==> config.mk <==
export PLATFORM = sky130hd
export DESIGN_NAME = bus_arbiter12
export DESIGN_NICKNAME = d
export VERILOG_FILES = /design/src/rtl/bus_arbiter12.sv
export SDC_FILE = /design/constraint.sdc
export NUM_CORES = 1
export LEC_CHECK = 0
export BUFFER_PORTS_ARGS = -buffer_cell sky130_fd_sc_hd__buf_4
export CAP_MARGIN = 10
export CORE_MARGIN = 1.5
export CORE_UTILIZATION = 58
export CTS_CLUSTER_DIAMETER = 40
export DETAILED_ROUTE_END_ITERATION = 12
export PLACE_DENSITY_LB_ADDON = 0.3
export SYNTH_ARGS = -nofsm -noshare
export SYNTH_HDL_FRONTEND = slang
export SYNTH_SLANG_ARGS = --single-unit
==> constraint.sdc <==
create_clock -name clk -period 7.5 [get_ports clk]
set_input_delay 1.5 -clock clk [delete_from_list [all_inputs] [get_ports clk]]
set_output_delay 1.5 -clock clk [all_outputs]
set_load 0.03 [all_outputs]
==> src/rtl/bus_arbiter12.sv <==
// bus_arbiter12: round-robin arbiter and mux-select sequencer for 12 requesters with a per-grant hold limit
module bus_arbiter12 #(
  parameter int MAX_HOLD = 16
) (
  input  logic        clk,
  input  logic        rst_n,
  input  logic [11:0] req,
  input  logic        done,
  output logic [11:0] gnt,
  output logic [3:0]  sel,
  output logic        busy,
  output logic        timeout
);
  typedef enum logic {IDLE, BUSY} state_t;
  state_t      state_q, state_d;
  logic [3:0]  ptr_q, ptr_d;
  logic [7:0]  hold_q, hold_d;
  logic [11:0] gnt_q, gnt_d;
  logic [3:0]  sel_q, sel_d;
  logic        timeout_q, timeout_d;
  logic        lim, own_req, rel;
  logic [3:0]  nxt_ptr, base;
  logic [4:0]  pk;
  function automatic logic [4:0] pick(input logic [11:0] r, input logic [3:0] p);
    logic [4:0] res;
    logic [4:0] s;
    res = '0;
    for (int i = 11; i >= 0; i--) begin
      s = {1'b0, p} + 5'(i);
      s = (s >= 5'd12) ? s - 5'd12 : s;
      if (r[s[3:0]]) res = {1'b1, s[3:0]};
    end
    return res;
  endfunction
  always_comb begin
    lim       = hold_q == 8'(MAX_HOLD - 1);
    own_req   = |(req & gnt_q);
    rel       = (state_q == BUSY) && (done || !own_req || lim);
    nxt_ptr   = (sel_q == 4'd11) ? 4'd0 : sel_q + 4'd1;
    base      = rel ? nxt_ptr : ptr_q;
    pk        = pick(req, base);
    state_d   = state_q;
    ptr_d     = ptr_q;
    gnt_d     = gnt_q;
    sel_d     = sel_q;
    timeout_d = 1'b0;
    hold_d    = (state_q == BUSY) ? hold_q + 8'd1 : 8'd0;
    if (state_q == IDLE ? pk[4] : rel) begin
      ptr_d     = (state_q == BUSY) ? nxt_ptr : ptr_q;
      timeout_d = (state_q == BUSY) && lim && !done && own_req;
      state_d   = pk[4] ? BUSY : IDLE;
      gnt_d     = pk[4] ? 12'b1 << pk[3:0] : 12'h000;
      sel_d     = pk[4] ? pk[3:0] : 4'hF;
      hold_d    = 8'd0;
    end
  end
  always_ff @(posedge clk or negedge rst_n) begin
    if (!rst_n) begin
      state_q   <= IDLE;
      ptr_q     <= 4'd0;
      hold_q    <= 8'd0;
      gnt_q     <= 12'h000;
      sel_q     <= 4'hF;
      timeout_q <= 1'b0;
    end else begin
      state_q   <= state_d;
      ptr_q     <= ptr_d;
      hold_q    <= hold_d;
      gnt_q     <= gnt_d;
      sel_q     <= sel_d;
      timeout_q <= timeout_d;
    end
  end
  assign gnt     = gnt_q;
  assign sel     = sel_q;
  assign busy    = state_q == BUSY;
  assign timeout = timeout_q;
endmodule

==> results.sh <==
export IMPL_synth_top_cells_by_area="dfrtp_1, mux4_2, ha_1"
export IMPL_post_route_min_period_ps=7150
export IMPL_postLayoutSetupSlackWorst_ps=348
export IMPL_drv_slew=0
export IMPL_grt_overflow=0
export IMPL_io_buffer_count=32
export IMPL_drc=0
export IMPL_synth_top_family_by_area="compound AO/OA/AOI/OAI gates"
export IMPL_cts_root_buf="clkbuf_8"
export IMPL_r2r_cells=23
export IMPL_gp_routability_congestion=0.972
export IMPL_synth_edff_count=0
export IMPL_synthAdderAreaFrac=0.0632
export IMPL_n_fill_cell=675
export IMPL_insertion_delay_ps=290
export IMPL_vias=5204
export IMPL_initial_core_util=0.608
export IMPL_critPathLaunchType="input pin"
export IMPL_period_share=0.954
export IMPL_synth_fp_nets=627
export IMPL_synth_area_per_cell_um2=8.08
export IMPL_relSlewSlack=0.424
export IMPL_rsz0062_at_grt="no"
export IMPL_status="finished clean"
export IMPL_crit_path_max_fanout=8
export IMPL_cp_end_kind="register"
export IMPL_netlist_instances=588
export IMPL_busiest_layer="met2"
export IMPL_die_y_um=93.5
export IMPL_worstMarginPinSlew_ps=864
export IMPL_cts_made_buffers=5
export IMPL_synth_top_area_cell="dfrtp_1"
export IMPL_grt_use_met2=0.582
export IMPL_cts_tree="built"
export IMPL_ant_nets=0
export IMPL_cp_arrival_ps=7330
export IMPL_synth_simple_gate_area_frac=0.253
export IMPL_rrSetupSlack_ps=1250
export IMPL_wl_mm=15.9
export IMPL_core_area_mm2=0.00781
export IMPL_multi_input_comb_area_mm2=0.00372
export IMPL_yosys_register_bits=30
export IMPL_synth_cell_types=84
export IMPL_skew_ps=14.1
export IMPL_grt_pass1_vias=4820
export IMPL_grtUsageMet1=0.511
export IMPL_setup_viol=0
export IMPL_clockBufferDepth=2
export IMPL_drv_cap=0
export IMPL_place_hpwl_mm=12.4
export IMPL_met3_usage=0.0805
export IMPL_drt_vias_per_instance=7.15
export IMPL_final_util=0.678
export IMPL_r2r_start="hold_q[5]$_DFF_PN0_"
export IMPL_synth_compound_area_frac=0.313
export IMPL_wl_per_cell_um=21.9
export IMPL_crit_type="input pin to register"
export IMPL_worstHoldEndpoint="hold_q[0]$_DFF_PN0_"
export IMPL_die_w_um=93.5
export IMPL_yosysTopAreaCellShare=0.137
export IMPL_hold_path_class="register to register"
export IMPL_hold_buffers=0
export IMPL_yosys_area_share_xor_xnor=0.0258
export IMPL_required_ps=7680
export IMPL_synthMuxAreaShare=0.126
export IMPL_min_from="hold_q[0]$_DFF_PN0_"
export IMPL_cts_sinks=30
export IMPL_antenna_found_initial=0
export IMPL_max_freq_ghz=0.140
export IMPL_drive_gt1_frac=0.219
export IMPL_dp_slack_ps=-41.0
export IMPL_layout_nets=664
export IMPL_die_area_mm2=0.00874
export IMPL_htree_levels=2
export IMPL_clk_pin_slew_ps=70
export IMPL_row_count=32
export IMPL_regArea_um2=756
export IMPL_async_flop_share=1.00
export IMPL_dr_pass1_iters=5
export IMPL_insertedDiodeCount=0
export IMPL_yosys_warnings=0
export IMPL_ios=33
export IMPL_synth_area_mm2=0.00475
export IMPL_hold_violations=0
export IMPL_reg2reg_to="gnt[5]$_DFFE_PN0N_"
export IMPL_synth_flop_cell="dfrtp_1"
export IMPL_hold_depth=1
export IMPL_grtUsageTotal=0.378
export IMPL_grt_max_degree=31
export IMPL_area_growth_pct=11.5
export IMPL_grt_pass1_wl_mm=25.7
export IMPL_drt_iter0_markers=489
export IMPL_seq_area_frac_synth=0.159
==> through the flow <==
step	std cells	hold slack [ps]	TNS (ps)	instance area [um2]
final	728	465	0	5300
after floorplan	588	433	0	4750
after CTS	727	465	0	5270
after detailed placement	719	458	-161	5150
after global placement	719	445	0	5150
after global routing	728	507	0	5300
==> state kept, by name, indices dropped and copies added, names as in the netlist <==
signal	count
busy	1
gnt	12
timeout	1
ptr_q	4
hold_q	8
sel	4
==> per-layer routing <==
metal	routed length, um	share of wire
met1	6430	0.40
met2	7050	0.44
met3	1760	0.11
met4	699	0.044
met5	0	0
==> worst max path at each step <==
stage	start	endpoint	slack (ps)	depth (start not counted)
after floorplan	req[8]	gnt[10]$_DFFE_PN0N_	110	27
after global placement	req[8]	gnt[7]$_DFFE_PN0N_	220	21
after detailed placement	req[8]	gnt[5]$_DFFE_PN0N_	-40	21
after CTS	req[8]	gnt[5]$_DFFE_PN0N_	260	21
after global routing	req[8]	gnt[10]$_DFFE_PN0N_	2	22
final	req[8]	gnt[5]$_DFFE_PN0N_	350	23
==> final cells by class <==
| cell class | instances | area share |
|---|---|---|
| flip-flops and latches | 30 | 0.143 |
| clock buffers | 7 | 0.0163 |
| well taps | 102 | 0.0241 |
| inverters | 31 | 0.0220 |
| clock inverters | 1 | 0.00567 |
| multi-input cells | 497 | 0.702 |
| repair buffers | 60 | 0.0874 |
==> cell usage after synthesis (5+ instances only) <==
cell type  instances
o21a_1            10
mux2i_1           17
o211ai_1          15
inv_1             28
xnor2_1           11
mux2_2             8
and2_1             7
a21oi_1           23
a21o_1             6
nor2b_1            6
nand3_1           18
or3_1              5
nor3_1            28
mux4_2            15
or2_2              9
nand2b_1           9
and3_1             8
buf_2              7
o22ai_1            7
o21ai_0           19
nand4_1            9
dfrtp_1           26
a22oi_1           13
a211oi_1          11
o31ai_1            9
ha_1              24
nand2_1           54
a2111oi_0          6
a32o_1             6
clkbuf_1          11
nor2_1            52
==> kinds of logic (layout without fill, tap and decap cells) <==
kind of cell | count (synthesis) | in the layout
AND/OR/NAND/NOR | 232 | 232
AO/OA/AOI/OAI | 187 | 187
buffers and inverters | 61 | 99
multiplexers | 40 | 40
flip-flops | 30 | 30
adder cells (fa/ha/maj) | 24 | 24
XOR/XNOR | 14 | 14
==> worst max-delay path: stages <==
cell and delay, ps:
buf_4 130, a22oi_1 250, nand4_1 220, nor3_4 340, o21ai_0 220, and2_1 310
inv_1 210, ha_1 340, nand2_1 140, xnor2_1 180, nor3_1 330, nor2_1 120
ha_1 190, a22oi_1 270, o21ai_1 180, o211ai_1 250, mux2_2 390, a221oi_2 360
nand3b_1 260, o41ai_4 460, a21oi_2 130, and3_1 260, a32o_1 260
==> timing repair <==
action,in CTS,in global routing
gates resized for setup,0,1
hold endpoints to repair,0,0
setup endpoints to repair,0,16
setup buffers,0,1
==> cell usage in the layout, fill, tap and decap left out, types with 17 or more instances in the layout <==
| cell | Yosys | final |
|---|---|---|
| nand3_1 | 18 | 18 |
| a21oi_1 | 23 | 23 |
| inv_1 | 28 | 28 |
| o21ai_0 | 19 | 19 |
| dfrtp_1 | 26 | 26 |
| mux2i_1 | 17 | 17 |
| buf_4 | 4 | 59 |
| ha_1 | 24 | 24 |
| nor3_1 | 28 | 28 |
| nand2_1 | 54 | 54 |
| nor2_1 | 52 | 52 |
Power is not shown: default switching activity piles up to over one toggle a cycle in this logic, so the estimate is an artifact.
